<file path="src/rtl/parity_frame_pkg.sv">
// Shared types and sizes for the parity frame receiver.
package parity_frame_pkg;

  localparam int DATA_W = 4;
  localparam int CNT_W  = 8;
  localparam int IDX_W  = $clog2(DATA_W);

  typedef enum logic [1:0] {
    IDLE,
    DATA,
    PARITY,
    STOP
  } state_t;

endpackage

</file>
<file path="src/rtl/frame_shift_reg.sv">
// Capture register for the data bits of one frame; the MSB_FIRST parameter
// decides which slot each arriving bit lands in.
module frame_shift_reg
  import parity_frame_pkg::*;
#(
  parameter bit MSB_FIRST = 1'b0
) (
  input  logic              clk,
  input  logic              rst_n,
  input  logic              clear,
  input  logic              load,
  input  logic [IDX_W-1:0]  idx,
  input  logic              bit_in,
  output logic [DATA_W-1:0] data
);

  logic [IDX_W-1:0] slot;

  // First bit on the wire goes to bit 0 (LSB first) or bit DATA_W-1 (MSB first).
  always_comb begin
    slot = idx;
    if (MSB_FIRST) begin
      slot = IDX_W'(DATA_W - 1) - idx;
    end
  end

  always_ff @(posedge clk or negedge rst_n) begin
    if (!rst_n) begin
      data <= '0;
    end else if (clear) begin
      data <= '0;
    end else if (load) begin
      data[slot] <= bit_in;
    end
  end

endmodule

</file>
<file path="src/rtl/parity_frame_rx.sv">
// Receiver for start/4 data/parity/stop frames sampled on sample_en strobes.
// Parity is passed through untouched; only the stop bit is checked.
module parity_frame_rx
  import parity_frame_pkg::*;
#(
  parameter bit MSB_FIRST = 1'b0
) (
  input  logic              clk,
  input  logic              rst_n,
  input  logic              serial_in,
  input  logic              sample_en,
  output logic [DATA_W-1:0] data_out,
  output logic              par_out,
  output logic              frame_valid,
  output logic              frame_err,
  output logic              busy,
  output logic [CNT_W-1:0]  frame_cnt
);

  state_t             state;
  logic [IDX_W-1:0]   bit_cnt;
  logic               par_cap;
  logic [DATA_W-1:0]  shift_data;
  logic               shift_clear;
  logic               shift_load;

  assign shift_clear = sample_en && (state == IDLE) && !serial_in;
  assign shift_load  = sample_en && (state == DATA);

  frame_shift_reg #(
    .MSB_FIRST (MSB_FIRST)
  ) u_shift (
    .clk    (clk),
    .rst_n  (rst_n),
    .clear  (shift_clear),
    .load   (shift_load),
    .idx    (bit_cnt),
    .bit_in (serial_in),
    .data   (shift_data)
  );

  // busy is tracked alongside the state so it stays a plain register output.
  always_ff @(posedge clk or negedge rst_n) begin
    if (!rst_n) begin
      state       <= IDLE;
      bit_cnt     <= '0;
      par_cap     <= 1'b0;
      data_out    <= '0;
      par_out     <= 1'b0;
      frame_valid <= 1'b0;
      frame_err   <= 1'b0;
      busy        <= 1'b0;
      frame_cnt   <= '0;
    end else begin
      frame_valid <= 1'b0;
      frame_err   <= 1'b0;
      if (sample_en) begin
        case (state)
          IDLE: begin
            if (!serial_in) begin
              state   <= DATA;
              bit_cnt <= '0;
              busy    <= 1'b1;
            end
          end
          DATA: begin
            bit_cnt <= bit_cnt + IDX_W'(1);
            if (bit_cnt == IDX_W'(DATA_W - 1)) begin
              state <= PARITY;
            end
          end
          PARITY: begin
            par_cap <= serial_in;
            state   <= STOP;
          end
          STOP: begin
            state <= IDLE;
            busy  <= 1'b0;
            // A low stop bit is a framing error, never a fresh start bit.
            if (serial_in) begin
              data_out    <= shift_data;
              par_out     <= par_cap;
              frame_valid <= 1'b1;
              frame_cnt   <= frame_cnt + CNT_W'(1);
            end else begin
              frame_err <= 1'b1;
            end
          end
          default: begin
            state <= IDLE;
            busy  <= 1'b0;
          end
        endcase
      end
    end
  end

endmodule

</file>
<file path="config.mk">
export PLATFORM = sky130hd
export DESIGN_NAME = parity_frame_rx
export DESIGN_NICKNAME = d
export VERILOG_FILES = /design/src/rtl/parity_frame_pkg.sv /design/src/rtl/frame_shift_reg.sv /design/src/rtl/parity_frame_rx.sv
export SDC_FILE = /design/constraint.sdc
export NUM_CORES = 1
export LEC_CHECK = 0
export CAP_MARGIN = 20
export CORE_UTILIZATION = 45
export DETAILED_ROUTE_END_ITERATION = 8
export HOLD_SLACK_MARGIN = 0.06
export PLACE_DENSITY = 0.75
export SETUP_SLACK_MARGIN = 0.02
export SKIP_LAST_GASP = 1
export SYNTH_ARGS = -nofsm -noshare
export SYNTH_HDL_FRONTEND = slang
export SYNTH_SLANG_ARGS = --single-unit
</file>
<file path="constraint.sdc">
create_clock -name clk -period 3.85 [get_ports clk]
set_clock_uncertainty 0.15 [all_clocks]
set_input_delay 0.77 -clock clk [delete_from_list [all_inputs] [get_ports clk]]
set_output_delay 0.77 -clock clk [all_outputs]
set_load 0.01 [all_outputs]
</file>
==> results.json, run 1 <==
{
  "path_clk_slew_ns": 0.14,
  "dieArea_um2": 2890,
  "cts_hold_buffers": 0,
  "wl_per_cell_um": 13.2,
  "cts_resized": 0,
  "outcome": "complete, no violations",
  "clk_latency_ns": 0.31,
  "crit_buf_inv": 1,
  "num_antenna_cells": 0,
  "port_buffers": 19,
  "ys.flop_type": "dfrtp_1",
  "tightest_slew_ns": 0.503,
  "drc": 0,
  "synthesis.instances": 113,
  "pre_cts_slack_ns": 1.31,
  "fin_tns_setup_ns": 0,
  "hold_viol": 0,
  "clk_path_buf_depth": 2,
  "dieHeight_um": 53.8,
  "ys_seq_elements": 25,
  "start_util": 0.483,
  "syn_area_um2": 1210,
  "slew-limit-headroom": 0.664,
  "hold_ws_ns": 0.323,
  "vdd_ir_drop_max_mv": 0.466,
  "grt_overflow_total": 0,
  "antenna_found_initial": 0,
  "rr_worst_depth": 5,
  "worst_hold_startpoint": "frame_cnt[7]",
  "drtPass1Iterations": 4,
  "cts_setup_buffers": 0,
  "max_stage_delay_ns": 0.57,
  "cp-start-kind": "flop",
  "grt_usage": 0.168,
  "rows": 18,
  "path_class": "flop to output pin",
  "cp.required_ns": 2.93,
  "met1_usage": 0.194,
  "grt_pass1_vias": 799,
  "final_cells": 164,
  "dp_cells": 159,
  "synth_nets": 128,
  "syn2layout_area_growth_pct": 21.3,
  "grt_start_max_net_pins": 26,
  "die_w_um": 53.8,
  "yosysSeqAreaShare": 0.518,
  "coreArea_um2": 2500,
  "cp_slowest_cell": "clkdlybuf4s50_1",
  "power_density_nw_per_um2": 658,
  "cp.arrival_ns": 1.35,
  "hold_end": "frame_cnt[7]",
  "reg2reg_setup_slack_ns": 2.09,
  "synth.avg_cell_area_um2": 10.7,
  "drt_iter0_drc": 6,
  "period_minus_slack_ns": 2.27,
  "busiest_layer": "met2",
  "io_pins": 20,
  "synth.distinct_cells": 26,
  "use_met2": 0.313,
  "nets": 150,
  "max_freq_mhz": 441,
  "h-tree-depth": 1,
  "rsz0062_at_grt": "false",
  "vias": 850,
  "r2r-end": "frame_cnt[6]",
  "crit_fanout": 6,
  "critPathTopFamily": "buffers and inverters",
  "cap_violations": 0,
  "drive_gt1_frac": 0.0522,
  "finalCritPeriodShare": 0.589,
  "leakagePower_nw": 0.739,
  "setup_violations": 0,
  "cts_tree": "done",
  "dp_hpwl_mm": 1.58,
  "synth_edf_count": 0,
  "gp_congestion": 0.847,
  "gr-usage-met3": 0.0254,
  "routed_wirelength_mm": 2.16,
  "worstSetupEndpointType": "output pin",
  "r2r_start": "state[0]",
  "grt_pass1_wl_mm": 3.46,
  "hp-class": "flop to flop",
  "numCtsBuffers": 3,
  "whs_path_depth": 1,
  "clock_sinks": 25,
  "fin_ws_ns": 1.58,
  "crit_chain": "clkdlybuf4s50_1",
  "power_uw": 965,
  "slew_viol_final": 0,
  "ys_async_sr_fraction": 1.00,
  "yosys_warnings": 0,
  "routed_via_density": 5.18,
  "ant_nets": 0,
  "cts_root_buffer": "clkbuf_4"
}
==> where the power goes <==
part | switching (mW) | internal, mW
clock network | 0.0783 | 0.0405
registers | 0.0749 | 0.353
logic | 0.204 | 0.214
==> routing by layer <==
layer	up-vias	part of all wire
met5	-	0
met4	0	0
met3	0	0.037
met2	17	0.53
met1	417	0.43
li1	416	-
==> layout by cell type (no fill, tap or decap) <==
| cell type | Yosys | routed |
|---|---|---|
| and2b_1 | 1 | 1 |
| nand2b_1 | 1 | 1 |
| nand4_1 | 3 | 3 |
| clkdlybuf4s50_1 | 0 | 19 |
| nand3_2 | 1 | 1 |
| clkbuf_4 | 0 | 3 |
| a21oi_1 | 4 | 4 |
| a21o_1 | 4 | 4 |
| ha_1 | 11 | 11 |
| clkbuf_1 | 0 | 1 |
| dfrtp_1 | 25 | 25 |
| xnor2_1 | 4 | 4 |
| mux2_2 | 2 | 2 |
| o21ai_1 | 1 | 1 |
| nand3_1 | 2 | 2 |
| inv_1 | 5 | 5 |
| mux2i_1 | 3 | 3 |
| xor2_1 | 3 | 3 |
| nand2_1 | 25 | 25 |
| a22o_1 | 2 | 2 |
| and3_1 | 1 | 1 |
| nor2_1 | 3 | 3 |
| nor2b_1 | 2 | 2 |
| nor3_1 | 2 | 2 |
| clkinv_1 | 1 | 1 |
| buf_16 | 0 | 1 |
| a31oi_1 | 4 | 4 |
==> logic make-up after synthesis <==
family | after synthesis | synth area share
AOI/OAI and AO/OA | 15 | 0.0808
xor gates and xnor gates | 7 | 0.0508
adders and majority gates | 11 | 0.114
buffers and inverters | 9 | 0.0383
DFF | 25 | 0.518
muxes | 5 | 0.0435
and+or+nand+nor | 41 | 0.154
==> how the worst max path moves through the flow <==
| stage | from | cells after the start | endpoint |
|---|---|---|---|
| after floorplan | sample_en | 5 | frame_cnt[5] |
| after global placement | sample_en | 5 | frame_cnt[4] |
| after detailed placement | sample_en | 5 | frame_cnt[6] |
| after CTS | frame_cnt[3] | 1 | frame_cnt[3] |
| after global routing | frame_cnt[3] | 1 | frame_cnt[3] |
| final | frame_cnt[3] | 1 | frame_cnt[3] |
==> Yosys cell counts (2+ instances only) <==
library cell  count  share of area
xnor2_1           4          0.029
nor3_1            2         0.0083
dfrtp_1          25           0.52
nand2_1          25          0.078
ha_1             11           0.11
inv_1             5          0.016
a31oi_1           4          0.021
nand4_1           3          0.016
nor2b_1           2          0.010
a21oi_1           4          0.017
nor2_1            3         0.0093
mux2_2            2          0.019
nand3_1           2         0.0083
xor2_1            3          0.022
a22o_1            2          0.015
mux2i_1           3          0.025
a21o_1            4          0.025
==> state kept, by name, summed over array words and instances, names as in the netlist <==
name,cells
frame_err,1
frame_valid,1
par_cap,1
state,2
par_out,1
u_shift.data,4
data_out,4
frame_cnt,8
busy,1
bit_cnt,2
==> stage by stage <==
step            util  cell area [um^2]
2_1_floorplan      -              1210
3_3_place_gp   0.565              1410
3_5_place_dp   0.565              1410
4_1_cts        0.575              1440
5_1_grt        0.586              1470
6_report       0.586              1470
==> area by class of cell <==
class / instances / area, um^2
Sequential cell: 25 / 626
Multi-Input combinational cell: 79 / 536
Inverter: 6 / 22.5
Fill cell: 206 / 1030
Timing Repair Buffer: 20 / 218
Tap cell: 30 / 37.5
Clock buffer: 4 / 26.3
Power figures use the tool's default switching activity.
==> run 2: changes to the inputs <==
==> constraint.sdc (replaced) <==
create_clock -name clk -period 2.15 [get_ports clk]
set_clock_uncertainty 0.15 [all_clocks]
set_input_delay 0.43 -clock clk [delete_from_list [all_inputs] [get_ports clk]]
set_output_delay 0.43 -clock clk [all_outputs]
set_load 0.01 [all_outputs]
==> results.json, run 2 (synthesis gave the netlist of run 1 again) <==
{
  "setup_violations": 0,
  "routed_wirelength_mm": 2.12,
  "dp_hpwl_mm": 1.63,
  "cts_root_buffer": "clkbuf_4",
  "clk_latency_ns": 0.32,
  "crit_buf_inv": 1,
  "vdd_ir_drop_max_mv": 0.700,
  "top_register": "frame_cnt",
  "crit_chain": "clkdlybuf4s50_1",
  "cts_resized": 0,
  "top_regs": "frame_cnt (8), data_out (4), u_shift.data (4)",
  "antenna_found_initial": 0,
  "max_stage_delay_ns": 0.57,
  "ant_nets": 0,
  "cts_hold_buffers": 0,
  "drive_gt1_frac": 0.0803,
  "combPwrFrac": 0.432,
  "cts_tree": "done",
  "cp_slowest_cell": "clkdlybuf4s50_1",
  "finalCoreUtilization": 0.589,
  "cp-start-kind": "flop",
  "reg2reg_setup_slack_ns": 0.37,
  "slew-limit-headroom": 0.798,
  "slew_viol_final": 0,
  "nFillCells": 210,
  "regArea_um2": 626,
  "wl_per_cell_um": 12.7,
  "vias": 866,
  "crit_fanout": 6,
  "cap_violations": 0,
  "nets": 153,
  "cts_setup_buffers": 0,
  "outcome": "complete, no violations",
  "die_w_um": 53.8,
  "path_class": "flop to output pin",
  "power_density_nw_per_um2": 1180,
  "p_switching_uw": 643,
  "p_int_mw": 1.09,
  "power_mw": 1.73,
  "start_util": 0.483,
  "numCtsBuffers": 3,
  "seq_power_share": 0.442,
  "leakagePower_nw": 0.744,
  "place_area_um2": 1440,
  "path_clk_slew_ns": 0.14,
  "drt_iter0_drc": 14,
  "multi_input_area_um2": 536,
  "num_antenna_cells": 0,
  "dieArea_um2": 2890,
  "final_area_um2": 1470,
  "port_buffers": 19,
  "clk_path_buf_depth": 2,
  "cp.arrival_ns": 1.37,
  "io_pins": 20,
  "grt_usage": 0.174,
  "tightest_slew_ns": 0.302,
  "hold_ws_ns": 0.292,
  "hold_viol": 0,
  "max_freq_mhz": 514,
  "power_frac_clock": 0.126,
  "clock_sinks": 25,
  "gp_congestion": 0.736,
  "period_minus_slack_ns": 1.95,
  "drc": 0,
  "p_sw_frac": 0.372,
  "dieHeight_um": 53.8,
  "finalCritPeriodShare": 0.905,
  "worstSetupEndpointType": "output pin",
  "syn2layout_area_growth_pct": 21.9,
  "h-tree-depth": 1,
  "grt_start_max_net_pins": 26,
  "critPathTopFamily": "buffers and inverters",
  "hp-class": "primary input to async pin",
  "grt_overflow_total": 0,
  "cp.required_ns": 1.57,
  "layout_common_cells": "nand2_1, dfrtp_1, clkdlybuf4s50_1, ha_1, inv_1",
  "coreArea_um2": 2500,
  "rows": 18,
  "routed_via_density": 5.19,
  "rsz0062_at_grt": "false",
  "drtPass1Iterations": 4,
  "grt_pass1_wl_mm": 3.59,
  "largest_reg_flops": 8,
  "grt_pass1_vias": 864,
  "fin_tns_setup_ns": 0
}
[run 2: cell count changes in the layout (fill, tap and decap cells not counted)]
cell	delta
buf_16	-1
buf_4	+4
clkbuf_1	-1
clkinvlp_4	+1
[run 2: cell type report]
| cell class | count | area share |
|---|---|---|
| Multi-Input combinational cell | 79 | 0.364 |
| Tap cell | 30 | 0.0255 |
| Clock inverter | 1 | 0.00510 |
| Inverter | 6 | 0.0153 |
| Clock buffer | 3 | 0.0153 |
| Timing Repair Buffer | 23 | 0.150 |
| Sequential cell | 25 | 0.425 |
[run 2: worst paths after layout]
path,start,end,depth (start not counted)
min in group clk,frame_cnt[7],frame_cnt[7],1
setup / recovery,frame_cnt[3],frame_cnt[3],1
hold reg to reg,frame_cnt[7],frame_cnt[7],1
hold / removal,rst_n,frame_cnt[0],2
setup reg to reg,state[0],bit_cnt[1],5
max in group asynchronous,rst_n,bit_cnt[1],2
[run 2: per-stage QoR]
| stage | setup WS, ns | instances |
|---|---|---|
| detailed placement | 0.123 | 163 |
| CTS | 0.185 | 167 |
| global placement | 0.182 | 163 |
| global route | 0.123 | 167 |
| floorplan | 0.595 | 113 |
| finish | 0.204 | 167 |
[run 2: power by group through the flow]
stage	Combinational [mW]	Clock [mW]	Sequential [mW]
finish	0.748	0.218	0.765
global route	0.855	0.241	0.790
CTS	0.757	0.227	0.766
detailed placement	0.749	0	0.778
global placement	0.720	0	0.769
floorplan	0.445	0	0.785
[run 2: per-layer routing]
metal / up-vias / part of all wire / GRT usage
met5: - / 0 / 0
met4: 0 / 0 / 0.0351
met3: 0 / 0.049 / 0.0621
met2: 21 / 0.52 / 0.327
met1: 419 / 0.43 / 0.184
li1: 426 / - / -
